$ cat config.mk
export PLATFORM = sky130hd
export DESIGN_NAME = user_uart_rx_flat
export DESIGN_NICKNAME = d
export VERILOG_FILES = /design/src/rtl/user_uart_rx_pkg.sv /design/src/rtl/user_uart_rx_if.sv /design/src/rtl/user_uart_rx_fifo.sv /design/src/rtl/user_uart_rx.sv /design/src/flat_wrapper.sv
export SDC_FILE = /design/constraint.sdc
export NUM_CORES = 1
export LEC_CHECK = 0
export ABC_CLOCK_PERIOD_IN_PS = 6400
export CAP_MARGIN = 20
export CORE_MARGIN = 2
export CORE_UTILIZATION = 50
export DETAILED_ROUTE_END_ITERATION = 8
export PLACE_DENSITY_LB_ADDON = 0.15
export SYNTH_ARGS = -nofsm -noshare
export SYNTH_HDL_FRONTEND = slang
export SYNTH_HIERARCHICAL = 1
export SYNTH_SLANG_ARGS = --single-unit
$ cat constraint.sdc
create_clock -name clk -period 6.4 [get_ports clk]
set_input_delay 0.64 -clock clk [delete_from_list [all_inputs] [get_ports clk]]
set_output_delay 0.64 -clock clk [all_outputs]
set_load 0.05 [all_outputs]
$ cat src/rtl/user_uart_rx_pkg.sv
// rtl/user_uart_rx_pkg.sv - shared types and register map for the user_uart_rx receiver
package user_uart_rx_pkg;

   typedef enum logic [2:0] {
      IDLE   = 3'd0,
      START  = 3'd1,
      DATA   = 3'd2,
      PARITY = 3'd3,
      STOP   = 3'd4,
      BREAK  = 3'd5
   } rx_state_t;

   localparam logic [2:0] REG_DATA   = 3'h0;
   localparam logic [2:0] REG_STATUS = 3'h4;

   localparam int BIT_NOT_EMPTY  = 0;
   localparam int BIT_FULL       = 1;
   localparam int BIT_OVERRUN    = 2;
   localparam int BIT_FRAME_ERR  = 3;
   localparam int BIT_PARITY_ERR = 4;

   function automatic logic even_parity(input logic [7:0] d);
      return ^d;
   endfunction

endpackage

$ cat src/rtl/user_uart_rx_if.sv
// rtl/user_uart_rx_if.sv - naive_bus register-access interface with master/slave views
interface naive_bus;
   logic        rd_req;
   logic        rd_gnt;
   logic [31:0] rd_addr;
   logic [31:0] rd_data;
   logic        wr_req;
   logic        wr_gnt;
   logic [31:0] wr_addr;
   logic [31:0] wr_data;
   logic [3:0]  wr_be;

   modport master (
      output rd_req, rd_addr, wr_req, wr_addr, wr_data, wr_be,
      input  rd_gnt, rd_data, wr_gnt
   );

   modport slave (
      input  rd_req, rd_addr, wr_req, wr_addr, wr_data, wr_be,
      output rd_gnt, rd_data, wr_gnt
   );
endinterface

$ cat src/rtl/user_uart_rx_fifo.sv
// rtl/user_uart_rx_fifo.sv - synchronous receive FIFO (uart_rx_fifo), push and pop may coincide
module uart_rx_fifo #(
   parameter int WIDTH = 8,
   parameter int DEPTH = 16
) (
   input  logic                       clk,
   input  logic                       rst_n,
   input  logic                       push,
   input  logic                       pop,
   input  logic [WIDTH-1:0]           din,
   output logic [WIDTH-1:0]           dout,
   output logic                       full,
   output logic                       empty,
   output logic [$clog2(DEPTH):0]     count
);
   localparam int AW = $clog2(DEPTH);

   logic [WIDTH-1:0] mem [DEPTH];
   logic [AW-1:0]    wr_ptr;
   logic [AW-1:0]    rd_ptr;
   logic             do_push;
   logic             do_pop;

   assign full    = (count == (AW+1)'(DEPTH));
   assign empty   = (count == '0);
   assign dout    = mem[rd_ptr];
   // A pop frees the head slot in the same edge, so a full FIFO can still accept
   assign do_pop  = pop && !empty;
   assign do_push = push && (!full || do_pop);

   always_ff @(posedge clk) begin
      if (do_push) mem[wr_ptr] <= din;
   end

   always_ff @(posedge clk or negedge rst_n) begin
      if (!rst_n) begin
         wr_ptr <= '0;
         rd_ptr <= '0;
         count  <= '0;
      end else begin
         if (do_push) wr_ptr <= wr_ptr + 1'b1;
         if (do_pop)  rd_ptr <= rd_ptr + 1'b1;
         case ({do_push, do_pop})
            2'b10:   count <= count + 1'b1;
            2'b01:   count <= count - 1'b1;
            default: count <= count;
         endcase
      end
   end
endmodule

$ cat src/rtl/user_uart_rx.sv
// rtl/user_uart_rx.sv - naive_bus UART receiver with FIFO; USER_UART_RX_PARITY_EN selects 8E1
module user_uart_rx
   import user_uart_rx_pkg::*;
#(
   parameter int CLK_FREQ   = 50_000_000,
   parameter int BAUD       = 115200,
   parameter int FIFO_DEPTH = 16
) (
   input  logic     clk,
   input  logic     rst_n,
   input  logic     i_uart_rx,
   naive_bus.slave  bus
);
   localparam int DIV = CLK_FREQ / BAUD;
   localparam int CW  = $clog2(DIV) + 1;
   localparam int NW  = $clog2(FIFO_DEPTH) + 1;
   localparam logic [CW-1:0] HALF_LOAD = CW'(DIV/2 - 1);
   localparam logic [CW-1:0] FULL_LOAD = CW'(DIV - 1);

   rx_state_t     state;
   logic          rx_meta, rx_sync, rx_prev;
   logic [CW-1:0] baud_cnt;
   logic [2:0]    bit_cnt;
   logic [7:0]    shift;
   logic          push, frame_set;
   logic          tick;
   logic          overrun, frame_err, parity_err;
   logic          fifo_full, fifo_empty, pop;
   logic [7:0]    fifo_dout;
   logic [NW-1:0] fifo_count;
   logic [4:2]    clr;
   logic [31:0]   status_word;
   logic          unused_bus_bits;

   assign tick = (baud_cnt == '0);

   always_ff @(posedge clk or negedge rst_n) begin
      if (!rst_n) begin
         rx_meta <= 1'b1;
         rx_sync <= 1'b1;
         rx_prev <= 1'b1;
      end else begin
         rx_meta <= i_uart_rx;
         rx_sync <= rx_meta;
         rx_prev <= rx_sync;
      end
   end

`ifdef USER_UART_RX_PARITY_EN
   logic parity_bad, parity_set;
`endif

   always_ff @(posedge clk or negedge rst_n) begin
      if (!rst_n) begin
         state     <= IDLE;
         baud_cnt  <= '0;
         bit_cnt   <= '0;
         shift     <= '0;
         push      <= 1'b0;
         frame_set <= 1'b0;
`ifdef USER_UART_RX_PARITY_EN
         parity_bad <= 1'b0;
         parity_set <= 1'b0;
`endif
      end else begin
         push      <= 1'b0;
         frame_set <= 1'b0;
`ifdef USER_UART_RX_PARITY_EN
         parity_set <= 1'b0;
`endif
         if (state != IDLE && state != BREAK && !tick) baud_cnt <= baud_cnt - 1'b1;
         case (state)
            IDLE: if (rx_prev && !rx_sync) begin
               baud_cnt <= HALF_LOAD;
               state    <= START;
            end
            START: if (tick) begin
               // Line back high at mid start bit: treat as a glitch
               if (!rx_sync) begin
                  baud_cnt <= FULL_LOAD;
                  bit_cnt  <= '0;
                  state    <= DATA;
               end else begin
                  state <= IDLE;
               end
            end
            DATA: if (tick) begin
               shift    <= {rx_sync, shift[7:1]};
               baud_cnt <= FULL_LOAD;
               bit_cnt  <= bit_cnt + 3'd1;
               if (bit_cnt == 3'd7) begin
`ifdef USER_UART_RX_PARITY_EN
                  state <= PARITY;
`else
                  state <= STOP;
`endif
               end
            end
`ifdef USER_UART_RX_PARITY_EN
            PARITY: if (tick) begin
               parity_bad <= even_parity(shift) ^ rx_sync;
               baud_cnt   <= FULL_LOAD;
               state      <= STOP;
            end
`endif
            STOP: if (tick) begin
`ifdef USER_UART_RX_PARITY_EN
               parity_set <= parity_bad;
               push       <= rx_sync && !parity_bad;
`else
               push       <= rx_sync;
`endif
               if (rx_sync) begin
                  state <= IDLE;
               end else begin
                  frame_set <= 1'b1;
                  state     <= BREAK;
               end
            end
            BREAK: if (rx_sync) state <= IDLE;
            default: state <= IDLE;
         endcase
      end
   end

   uart_rx_fifo #(.WIDTH(8), .DEPTH(FIFO_DEPTH)) u_fifo (
      .clk   (clk),
      .rst_n (rst_n),
      .push  (push),
      .pop   (pop),
      .din   (shift),
      .dout  (fifo_dout),
      .full  (fifo_full),
      .empty (fifo_empty),
      .count (fifo_count)
   );

   assign bus.rd_gnt = bus.rd_req;
   assign bus.wr_gnt = bus.wr_req;
   assign pop = bus.rd_req && (bus.rd_addr[2:0] == REG_DATA) && !fifo_empty;
   assign clr = (bus.wr_req && bus.wr_addr[2:0] == REG_STATUS && bus.wr_be[0])
                ? bus.wr_data[4:2] : 3'b000;
   assign unused_bus_bits = ^{bus.rd_addr, bus.wr_addr, bus.wr_data, bus.wr_be};

   // Sticky flags: a set in the same cycle as its W1C clear wins
   always_ff @(posedge clk or negedge rst_n) begin
      if (!rst_n) begin
         overrun   <= 1'b0;
         frame_err <= 1'b0;
      end else begin
         overrun   <= (overrun & ~clr[BIT_OVERRUN]) | (push && fifo_full && !pop);
         frame_err <= (frame_err & ~clr[BIT_FRAME_ERR]) | frame_set;
      end
   end

`ifdef USER_UART_RX_PARITY_EN
   always_ff @(posedge clk or negedge rst_n) begin
      if (!rst_n) parity_err <= 1'b0;
      else        parity_err <= (parity_err & ~clr[BIT_PARITY_ERR]) | parity_set;
   end
`else
   assign parity_err = 1'b0;
`endif

   always_comb begin
      status_word                 = '0;
      status_word[15:8]           = 8'(fifo_count);
      status_word[BIT_PARITY_ERR] = parity_err;
      status_word[BIT_FRAME_ERR]  = frame_err;
      status_word[BIT_OVERRUN]    = overrun;
      status_word[BIT_FULL]       = fifo_full;
      status_word[BIT_NOT_EMPTY]  = !fifo_empty;
   end

   always_ff @(posedge clk or negedge rst_n) begin
      if (!rst_n) begin
         bus.rd_data <= '0;
      end else if (bus.rd_req) begin
         case (bus.rd_addr[2:0])
            REG_DATA:   bus.rd_data <= fifo_empty ? 32'h0 : {23'b0, 1'b1, fifo_dout};
            REG_STATUS: bus.rd_data <= status_word;
            default:    bus.rd_data <= 32'h0;
         endcase
      end
   end
endmodule

$ cat src/flat_wrapper.sv
// flat-port wrapper written by rule: the top's interface ports become plain ports
module user_uart_rx_flat import user_uart_rx_pkg::*;
#(
   parameter int CLK_FREQ   = 50_000_000,
   parameter int BAUD       = 115200,
   parameter int FIFO_DEPTH = 16
)
  (clk, rst_n, i_uart_rx, bus_rd_req, bus_rd_addr, bus_wr_req, bus_wr_addr, bus_wr_data, bus_wr_be, bus_rd_gnt, bus_rd_data, bus_wr_gnt);
  naive_bus bus_i ();
  input  logic clk;
  input  logic rst_n;
  input  logic i_uart_rx;
  input wire logic [$bits(bus_i.rd_req)-1:0] bus_rd_req;
  input wire logic [$bits(bus_i.rd_addr)-1:0] bus_rd_addr;
  input wire logic [$bits(bus_i.wr_req)-1:0] bus_wr_req;
  input wire logic [$bits(bus_i.wr_addr)-1:0] bus_wr_addr;
  input wire logic [$bits(bus_i.wr_data)-1:0] bus_wr_data;
  input wire logic [$bits(bus_i.wr_be)-1:0] bus_wr_be;
  output wire logic [$bits(bus_i.rd_gnt)-1:0] bus_rd_gnt;
  output wire logic [$bits(bus_i.rd_data)-1:0] bus_rd_data;
  output wire logic [$bits(bus_i.wr_gnt)-1:0] bus_wr_gnt;
  assign bus_i.rd_req = bus_rd_req;
  assign bus_i.rd_addr = bus_rd_addr;
  assign bus_i.wr_req = bus_wr_req;
  assign bus_i.wr_addr = bus_wr_addr;
  assign bus_i.wr_data = bus_wr_data;
  assign bus_i.wr_be = bus_wr_be;
  assign bus_rd_gnt = bus_i.rd_gnt;
  assign bus_rd_data = bus_i.rd_data;
  assign bus_wr_gnt = bus_i.wr_gnt;
  user_uart_rx #(.CLK_FREQ(CLK_FREQ), .BAUD(BAUD), .FIFO_DEPTH(FIFO_DEPTH)) u_core (.clk(clk), .rst_n(rst_n), .i_uart_rx(i_uart_rx), .bus(bus_i));
endmodule
# ---- After elaboration in Yosys (flattened, before gate mapping)
# Memories as Yosys holds them, arrays and structs flattened.
# Cells that the tools add are included.
dict set report op_classes {
  addsub 6
  eq_ne 18
  n_mux 30
  bitwise_logic 6
  reduce_logical 27
}
# op count
set op_table {}
lappend op_table {{10-bit two-way mux} 5}
lappend op_table {{3-bit two-way mux} 10}
lappend op_table {{10-bit case mux with 3 select lines} 1}
lappend op_table {{13-bit case mux with 2 select lines} 1}
lappend op_table {{3-bit equality test, second input constant} 5}
lappend op_table {{3-bit case mux with 5 select lines} 1}
lappend op_table {{2-bit by 1-bit != test with 1-bit output, second input constant} 6}
lappend op_table {{1-bit logical AND} 11}
lappend op_table {{10-bit zero test} 1}
lappend op_table {{5-bit case mux with 2 select lines} 1}
lappend op_table {{10-bit by 1-bit subtractor with 10-bit output, second input constant} 1}
lappend op_table {{9-bit two-way mux} 1}
lappend op_table {{4-bit by 1-bit adder with 4-bit output, second input constant} 2}
lappend op_table {{1-bit two-way mux} 7}
lappend op_table {{3-bit zero test} 2}
lappend op_table {{3-bit case mux with 2 select lines} 1}
lappend op_table {{6-bit AND reduction} 1}
lappend op_table {{5-bit by 1-bit adder with 5-bit output, second input constant} 1}
lappend op_table {{5-bit equality test, second input constant} 1}
lappend op_table {{1-bit zero test} 5}
lappend op_table {{5-bit zero test} 1}
lappend op_table {{5-bit by 1-bit subtractor with 5-bit output, second input constant} 1}
lappend op_table {{2-bit two-way mux} 2}
lappend op_table {{4-bit AND reduction} 1}
lappend op_table {{other kinds (14)} 18}
dict set report totals {
  regBits 76
  ram_bits 128
  inputBits 105
  out_inout_bits 34
  word_cells 103
  n_memories 1
}
# name depth width rd rd_ports_with_merged_regs write_ports line_no
set memory_table {}
lappend memory_table {u_core.u_fifo.mem 16 8 1 0 1 user_uart_rx_fifo.sv:18} ;# logic [WIDTH-1:0] mem [DEPTH];

# ---- Longest topological paths before layout
# Gate-level depths: netlist of the first run.
dict set report logic_depth {
  ltp_word 8
  depth_mapped 13
  depth_no_buf 12
}

# ---- Modules after synthesis
# Netlist of the first run, hierarchy kept.
# mod instances cells_per_inst area_per_inst_um2 seq_area_each_um2
set modules_own_cells {}
lappend modules_own_cells {uart_rx_fifo 1 301 5774.3 4169.0}
lappend modules_own_cells {user_uart_rx 1 199 2264.7 1104.8}

# ---- Least setup slack after synthesis of the first run
# No wires, ideal clock.
dict set report synth_path {
  path_type {input -> register}
  startpoint {input port bus_rd_req}
  endpoint {register u_core.u_fifo.count[4]}
  setup_ps 87
  arrival_ps 3128
  t_required_ps 6313
  slack_ps 3186
  stages 11
  path_buffers 1
  path_cell_list {inv_1 -> or3_1 -> nor3_2 -> clkbuf_1 -> o21ai_2 -> or2_2 -> fa_1 -> nand2b_1 -> a211o_1 -> o31a_1 -> o211ai_1}
}
dict set report synth_via {
  elab_chain_cells 7
  word_cells_on_any_way 9
  cone_classes {eq/ne (2); mux (1); reduce/logical (6)}
}
# element line_no
set synth_rtl {}
lappend synth_rtl {{start: declaration} flat_wrapper.sv:13} ;# input wire logic [$bits(bus_i.rd_req)-1:0] bus_rd_req;
lappend synth_rtl {{1-bit logical AND (*) (2 in series)} user_uart_rx.sv:140} ;# assign pop = bus.rd_req && (bus.rd_addr[2:0] == REG_DATA) && !fifo_empty;
lappend synth_rtl {{via u_core.pop} user_uart_rx.sv:28} ;# logic fifo_full, fifo_empty, pop;
lappend synth_rtl {{1-bit logical AND (*)} user_uart_rx_fifo.sv:28} ;# assign do_pop = pop && !empty;
lappend synth_rtl {{1-bit logical OR} user_uart_rx_fifo.sv:29} ;# assign do_push = push && (!full || do_pop);
lappend synth_rtl {{1-bit logical AND} user_uart_rx_fifo.sv:29}
lappend synth_rtl {{2-bit by 1-bit equality test with 1-bit output or 2-bit equality test (tied branches)} user_uart_rx_fifo.sv:43} ;# case ({do_push, do_pop})
lappend synth_rtl {{5-bit case mux with 2 select lines or 2-bit nonzero test (tied branches)} n/a}
lappend synth_rtl {{end signal: assignment} user_uart_rx_fifo.sv:44} ;# 2'b10: count <= count + 1'b1;
lappend synth_rtl {{end signal: assignment} user_uart_rx_fifo.sv:45} ;# 2'b01: count <= count - 1'b1;
lappend synth_rtl {{end signal: assignment} user_uart_rx_fifo.sv:46} ;# default: count <= count;
lappend synth_rtl {{end: declaration} user_uart_rx_fifo.sv:14} ;# output logic [$clog2(DEPTH):0] count
# The timed path passes the listed nets; every way through them passes the cells marked *.
# A chain may end at the register's enable or synchronous reset.

# ---- Worst setup path in the final report of the first run
# Ends and elaborated chain as after synthesis.

==> metrics.txt, run 1 <==
status finished, final reports clean; Hold Path Class input pin to async pin; P_leak 3.23 nW; CP delay by family, top simple AND/OR/NAND/NOR gates; clk root buf clkbuf_16; ys async rst share 30.8%; fin crit period 3.99 ns; CP bufs+invs 2; CTS tree done; post_cts resized 0; die area 17100 um^2; compound-gate portion of the synthesized area 7.33%; Post-synth EDFFs 128; clock-pin transition on the worst setup and hold timing paths 0.06 ns; slowest cell on the critical path nor3_2; H-tree levels 4; critical-path cell list clkdlybuf4s50_1 > inv_1 > or3_1 > nor3_2 > o21ai_2 > or2_2 > fa_1 > nand2b_1 > a21oi_1 > o31a_1 > o211ai_1; Layout Skew 0.00666 ns; post-synth top area share 47.8%; register area share after synthesis 65.6%; GRT Total Usage 19.2%; Synth Flop Type edfxtp_1; Hold-fix buffers, CTS 0; Post-DP HPWL 9980 um; Max-Cap Viols 0; number of global-route vias before repair 4168; WL/cell 20.1 um; initial core utilization 50.8%; unrepaired setup endpoints after global routing false; Power Density 351 nW/um^2; # rows 46; simple-gate share of the synthesized area 8.68%; largest stage delay on the critical path 0.79 ns; Remaining DRCs 0; yosys warns 6; largest net degree at the start of global routing 58; top post-synthesis cells by area edfxtp_1 (48%), dfrtp_1 (17%), mux4_2 (9.0%); # nets final 647; Area Overhead vs Synth 12.0%; Core Box Area 15800 um^2; Die W 131 um; layout cells sized above 1 17.3%; Sink Count 185; Setup TNS 0 ns; first-pass GRT wire length 23500 um; Synth cell types 67; worst vdd ir 200 uV; setup violators final 0; Detailed Route Iter0 Violations 295; crit start category input pin; ant diodes 0; period utilisation layout 62.3%; total iterations of the first detailed-routing run 5; Post-DRT Antenna Nets 0; Clock Latency Late Sink 0.42 ns; Inserted Clock Buffers 17; xor/xnor share of the synthesized area 1.18%; Worst Path Required 6.70 ns; Final Hold Viols 0; Synth area leader edfxtp_1; Max Fanout on Critical Path 15; crit path kind input pin to flop; grt ovf 0; CTS max path bufs 2; fmax 251 MHz; syn avg cell area 16.1 um^2; # IOs 139; fin cells 759; Post CTS Setup Buffer Count 0; largest family of logic cells by synthesized area multiplexers; Mapped Area 8040 um^2; commonest cells in the netlist edfxtp_1 (128), dfrtp_1 (54), mux4_2 (32), buf_4 (23), nand2_1 (19); CP arrival 4.29 ns; wire length after detailed routing 15300 um; Post-Synth Adder-Cell Area 1.96%; routability cong. 0.803; vias per inst 5.69; Vias 4316; top-count cell post-synth edfxtp_1; I/O Buffers 28; dpl cells 727; max-slew violations 0; initial antenna violation count 0; post-synthesis mux area share 11.4%; Die Y 131 um; Gate Count Post-Synth 500; Worst setup EP type flop; Worst Tran Pin Value 1.01 ns; slew margin rel. 32.3%; synthesized flop and latch total 185
[layout by cell type, fill, tap and decap left out, types with 8 or more instances in the layout]
cell type and count:
o21ai_0 11, conb_1 19, nor2_1 18, dfrtp_1 53, ha_1 11, clkbuf_16 17, a22o_1 8, nand2_1 19
inv_1 13, mux4_2 32, a21oi_1 8, a22oi_1 16, clkdlybuf4s50_1 27, edfxtp_1 128, and3_1 10
[through the flow]
step	setup slack [ns]	utilization, %	power, mW	area, um^2	hold WS [ns]
2_1_floorplan	3.19	-	2.00	8110	0.344
3_3_place_gp	2.09	53.4	2.18	8450	0.348
3_5_place_dp	2.00	53.4	2.20	8450	0.354
4_1_cts	2.46	56.9	3.19	9000	0.358
5_1_grt	2.20	56.9	3.31	9000	0.363
6_report	2.41	56.9	3.16	9000	0.345
[path summary, 6_finish.rpt]
check,start,end,slack (ns),cells past startpoint
worst max-delay path,bus_rd_req,u_core/u_fifo/count[4],2.41,11
worst min-delay path,rst_n,u_core/u_fifo/count[0],0.35,2
worst max register to register,u_core/u_fifo/count[3],u_core/u_fifo/count[4],2.77,11
worst min register to register,u_core/rx_meta,u_core/rx_sync,0.36,0
max in group asynchronous,rst_n,u_core/u_fifo/rd_ptr[0],5.56,2
min in group clk,u_core/rx_meta,u_core/rx_sync,0.36,0
[area by class of cell]
class                      count  area (um^2)
clock inverter                 9         98.8
timing repair buffer          34          320
sequential                   185         5280
fill                        1232         6830
multi-input combinational    279         2530
tap                          216          270
clock buffer                  23          458
inverter                      13         48.8
[metal layers]
metal | up-vias | share of wire (%) | track usage (%)
li1 | 1975 | - | -
met1 | 2212 | 46 | 27.4
met2 | 106 | 48 | 29.1
met3 | 23 | 3.6 | 3.42
met4 | 0 | 2.5 | 9.01
met5 | - | 0 | 0
[report_power, final]
group | switching, mW | internal [mW]
registers | 0.101 | 1.33
logic | 0.418 | 0.316
clock network | 0.405 | 0.581
[flip-flops by register name, summed over array words and instances (netlist names), 3 cells and up]
name and cells:
u_core/bus.rd_data 13, u_core/u_fifo/mem 128, u_core/u_fifo/wr_ptr 4, u_core/bit_cnt 3, u_core/shift 8, u_core/u_fifo/rd_ptr 4, u_core/u_fifo/count 5, u_core/state 3
u_core/baud_cnt 10
[logic make-up after synthesis]
kind of cell | Yosys count
AOI/OAI and AO/OA | 79
buffers and inverters | 54
DFF | 185
and+or+nand+nor | 111
muxes | 48
adders and majority gates | 12
other | 1
xor gates and xnor gates | 10
Note: power is estimated with default switching activity, not from simulation.
==> run 2: changes to the inputs <==
Settings changed: ABC_CLOCK_PERIOD_IN_PS 6400 to 4170.
Clock period 6.4 ns to 4.17 ns, I/O delays scaled along.
==> metrics.txt, run 2 (same netlist as run 1, synthesis figures left out) <==
fin crit period 3.05 ns; H-tree levels 4; initial antenna violation count 0; Worst Tran Pin Value 0.888 ns; grt ovf 0; slew margin rel. 40.8%; fmax 328 MHz; FF+latch area 5280 um^2; status finished, final reports clean; GRT Total Usage 19.7%; Clock Latency Late Sink 0.43 ns; switching share of power 29.7%; r2r worst-path depth 12; initial core utilization 50.8%; layout cells sized above 1 17.6%; Layout Skew 0.0120 ns; Area Overhead vs Synth 12.1%; # IOs 139; Max Fanout on Critical Path 15; Inserted Clock Buffers 17; CP arrival 3.39 ns; P_leak 3.24 nW; Die W 131 um; Vias 4333; period utilisation layout 73.1%; post_cts resized 0; Worst setup EP type flop; CP delay by family, top simple AND/OR/NAND/NOR gates; CTS tree done; I/O Buffers 28; crit start category input pin; clock power share 30.9%; Die Y 131 um; CP bufs+invs 2; Top Registers u_core/u_fifo/mem x128, u_core/bus.rd_data x13, u_core/baud_cnt x10; area occupied by multi-input gates 2530 um^2; final core utilization 56.9%; critical path depth in cells 11; Remaining DRCs 0; critical-path cell list clkdlybuf4s50_1 > inv_1 > or3_1 > nor3_2 > o21ai_2 > or2_2 > fa_1 > nand2b_1 > a211o_1 > o31a_1 > o211ai_1; largest stage delay on the critical path 0.49 ns; number of global-route vias before repair 4303; most frequent cells in the layout edfxtp_1 (128), dfrtp_1 (53), mux4_2 (32); Reg power frac 46.7%; crit path kind input pin to flop; ant diodes 0; Power Density 536 nW/um^2; vias per inst 5.70; die area 17100 um^2; r2r setup slk 1.17 ns; # nets final 650; Setup TNS 0 ns; Max-Cap Viols 0; setup violators final 0; unrepaired setup endpoints after global routing false; combinational share of power 22.4%; routability cong. 0.814; most common library cell in the layout ignoring fill and taps edfxtp_1; WL/cell 20.4 um; slowest cell on the critical path or3_1; Detailed Route Iter0 Violations 291; dpl cells 729; clk root buf clkbuf_16; CTS max path bufs 2; Post-DP HPWL 10100 um; r2r startpoint u_core/u_fifo/count[1]; Fin Hold WS 0.358 ns; Net Sw Power 1.43 mW; Top reg by flops u_core/u_fifo/mem; Int Power 3.40 mW; fin cells 760; number of flip-flops in the largest register 128; Sink Count 185; Final Hold Viols 0; Worst Path Required 4.51 ns; largest net degree at the start of global routing 50; wire length after detailed routing 15500 um; clock-pin transition on the worst setup and hold timing paths 0.06 ns; Core Box Area 15800 um^2; Post-DRT Antenna Nets 0; # rows 46; Hold Path Class input pin to async pin; total iterations of the first detailed-routing run 4; fill count 1239; first-pass GRT wire length 24200 um; worst vdd ir 316 uV; max-slew violations 0; RR Endpoint u_core/u_fifo/count[4]
-- run 2: cell count changes in the layout (fill, tap and decap cells not counted), sizes merged --
cell	previous run	this run
buf	7	9
clkbuf	23	19
clkinvlp	1	3
dlygate4sd3	0	1
-- run 2: final cells by class --
class / instances / share of cell area (%)
repair buffers: 37 / 3.83
clock buffers: 19 / 4.80
multi-input cells: 279 / 28.1
flip-flops and latches: 185 / 58.5
well taps: 216 / 3.00
clock inverters: 11 / 1.19
inverters: 13 / 0.542
-- run 2: power groups by stage --
stage | registers, mW | clock network [mW] | logic (mW)
floorplan | 2.24 | 0 | 0.840
global placement | 2.29 | 0 | 1.06
detailed placement | 2.30 | 0 | 1.08
CTS | 2.26 | 1.53 | 1.09
global route | 2.29 | 1.59 | 1.17
finish | 2.26 | 1.49 | 1.08
-- run 2: per-layer routing --
metal,routed length (um),GRT usage [%],up-vias
li1,-,-,1982
met1,6670,27.2,2216
met2,7640,30.3,111
met3,892,5.05,24
met4,297,7.57,0
met5,0,0,-
-- run 2: worst max-delay path by stage --
stage,from,endpoint,slack (ns)
floorplan,bus_rd_req,u_core/u_fifo/count[4],1.18
finish,bus_rd_req,u_core/u_fifo/count[4],1.12
global route,u_core/u_fifo/count[1],u_core/u_fifo/count[4],0.92
detailed placement,bus_rd_req,u_core/u_fifo/count[4],0.71
CTS,bus_rd_req,u_core/u_fifo/count[4],1.15
global placement,bus_rd_req,u_core/u_fifo/count[4],0.76
-- run 2: worst reg2reg max path: cells and delay by family (launching register included) --
family	cells	cell delay, ns
AOI/OAI and AO/OA	4	0.61
and+or+nand+nor	5	1.18
DFF	1	0.47
adders and majority gates	1	0.31
buffers and inverters	2	0.34
-- run 2: what timing repair did --
action / in CTS / in global routing
setup buffers: 0 / 0
endpoints found under the setup margin: 0 / 0
endpoints found under the hold margin: 8 / 0
hold buffers: 1 / 0
-- run 2: through the flow --
| step | total power, mW | instance area, um^2 | setup slack [ns] |
|---|---|---|---|
| 6_report | 4.83 | 9010 | 1.12 |
| 5_1_grt | 5.05 | 9010 | 0.924 |
| 4_1_cts | 4.88 | 9010 | 1.15 |
| 3_5_place_dp | 3.38 | 8460 | 0.711 |
| 3_3_place_gp | 3.35 | 8460 | 0.762 |
| 2_1_floorplan | 3.08 | 8110 | 1.18 |
==> run 3: changes to the inputs <==
Settings changed: ABC_CLOCK_PERIOD_IN_PS 4170 to 2400, CORE_UTILIZATION 50 to 48.
Clock period 4.17 ns to 2.4 ns, I/O delays scaled along.
==> metrics.txt, run 3 (same netlist as run 1, synthesis figures left out) <==
most frequent cells in the layout edfxtp_1 (128), dfrtp_1 (48), buf_4 (33); FF+latch area 5280 um^2; status finished, final reports clean; Die W 133 um; # nets final 690; period utilisation layout 98.0%; crit start category flop; GRT Total Usage 18.9%; fill count 1256; most common library cell in the layout ignoring fill and taps edfxtp_1; clock power share 30.8%; # rows 47; setup violators final 0; Worst setup EP type flop; fmax 425 MHz; fin crit period 2.35 ns; Max-Cap Viols 0; Top Registers u_core/u_fifo/mem x128, u_core/bus.rd_data x13, u_core/baud_cnt x10; GR Util met3 3.31%; Power Density 926 nW/um^2; first-pass GRT wire length 24900 um; slew margin rel. 51.9%; layout cells sized above 1 27.1%; Clock Latency Late Sink 0.42 ns; met1 usage 26.1%; dpl cells 768; Net Sw Power 2.70 mW; Remaining DRCs 0; grt ovf 0; CTS tree done; total power 8.94 mW; number of flip-flops in the largest register 128; CTS max path bufs 2; Top reg by flops u_core/u_fifo/mem; Area Overhead vs Synth 20.1%; wire length after detailed routing 16000 um; I/O Buffers 28; unrepaired setup endpoints after global routing true; Final Hold Viols 0; Post-DRT Antenna Nets 0; Post-DP HPWL 10600 um; DP Worst Slack -0.392 ns; Detailed Route Iter0 Violations 289; vias per inst 5.54; switching share of power 30.2%; Worst Path Required 2.73 ns; cell area after layout 9650 um^2; largest net degree at the start of global routing 36; GR Layer Usage met2 30.4%; total iterations of the first detailed-routing run 4; Worst Tran Pin Value 0.722 ns; Reg power frac 42.4%; die area 17800 um^2; routability cong. 0.779; initial core utilization 48.8%; fin cells 806; Int Power 6.24 mW; Hold Path Class input pin to flop; Worst Slack Setup Final 0.0476 ns; placed cell areas 9000 um^2; crit path kind flop to flop; clk root buf clkbuf_16; area occupied by multi-input gates 2620 um^2; combinational share of power 26.8%; CP arrival 2.69 ns; Max Fanout on Critical Path 4; H-tree levels 4; number of global-route vias before repair 4515; GR peak layer met2; Die Y 133 um; max-slew violations 0; worst vdd ir 556 uV; Layout Skew 0.00809 ns; Core Box Area 16500 um^2; ant diodes 0; clock-pin transition on the worst setup and hold timing paths 0.07 ns; Inserted Clock Buffers 17; Sink Count 185; initial antenna violation count 0; Vias 4466; P_leak 3.52 nW; # IOs 139; WL/cell 19.8 um
## run 3: routing by layer
metal,wire length (um),up-vias
met4,272,0
met3,543,13
met1,7030,2295
li1,-,2069
met2,8140,89
met5,0,-
## run 3: final timing paths
check	start	to	slack, ns	depth (start not counted)
worst max register to register	u_core/u_fifo/count[3]	u_core/u_fifo/count[4]	0.05	9
max in group asynchronous	rst_n	u_core/rx_prev	1.33	3
worst max-delay path	u_core/u_fifo/count[3]	u_core/u_fifo/count[4]	0.05	9
min in group asynchronous	rst_n	u_core/baud_cnt[7]	0.40	2
worst min register to register	u_core/rx_meta	u_core/rx_sync	0.36	0
worst min-delay path	i_uart_rx	u_core/rx_meta	0.22	1
## run 3: cell type report
type                    instances  area share [%]
well taps                     220            2.85
multi-input cells             279            27.2
flip-flops and latches        185            54.7
inverters                      13           0.531
repair buffers                 77            8.63
clock inverters                14            1.68
clock buffers                  18            4.45
## run 3: power groups by stage
stage / registers [mW] / clock network [mW] / logic, mW
floorplan: 3.90 / 0 / 1.53
global placement: 3.84 / 0 / 2.31
detailed placement: 3.85 / 0 / 2.35
CTS: 3.79 / 2.81 / 2.36
global route: 3.81 / 2.92 / 2.60
finish: 3.79 / 2.75 / 2.40
## run 3: timing repair
action                                  4_1_cts  5_1_grt
endpoints found under the setup margin        0       99
setup buffers                                 0        5
hold buffers                                  1        0
resized for setup                             0        4
hold endpoints to repair                     29        0
## run 3: metrics by stage
step	util [%]	hold WS, ns	setup TNS (ns)
global placement	54.6	0.330	-21.67
global route	58.6	0.222	-0.0395
floorplan	-	-0.0556	-0.520
CTS	58.3	0.207	0
detailed placement	54.6	0.347	-24.64
finish	58.6	0.224	0
## run 3: worst max-delay path, stage by stage (launching register included)
cell	delay, ns
dfrtp_2	0.45
or4_4	0.57
o21ai_4	0.16
or2_4	0.15
inv_4	0.05
ha_4	0.29
nand2b_4	0.06
a211o_1	0.27
o31a_1	0.10
o211ai_1	0.15
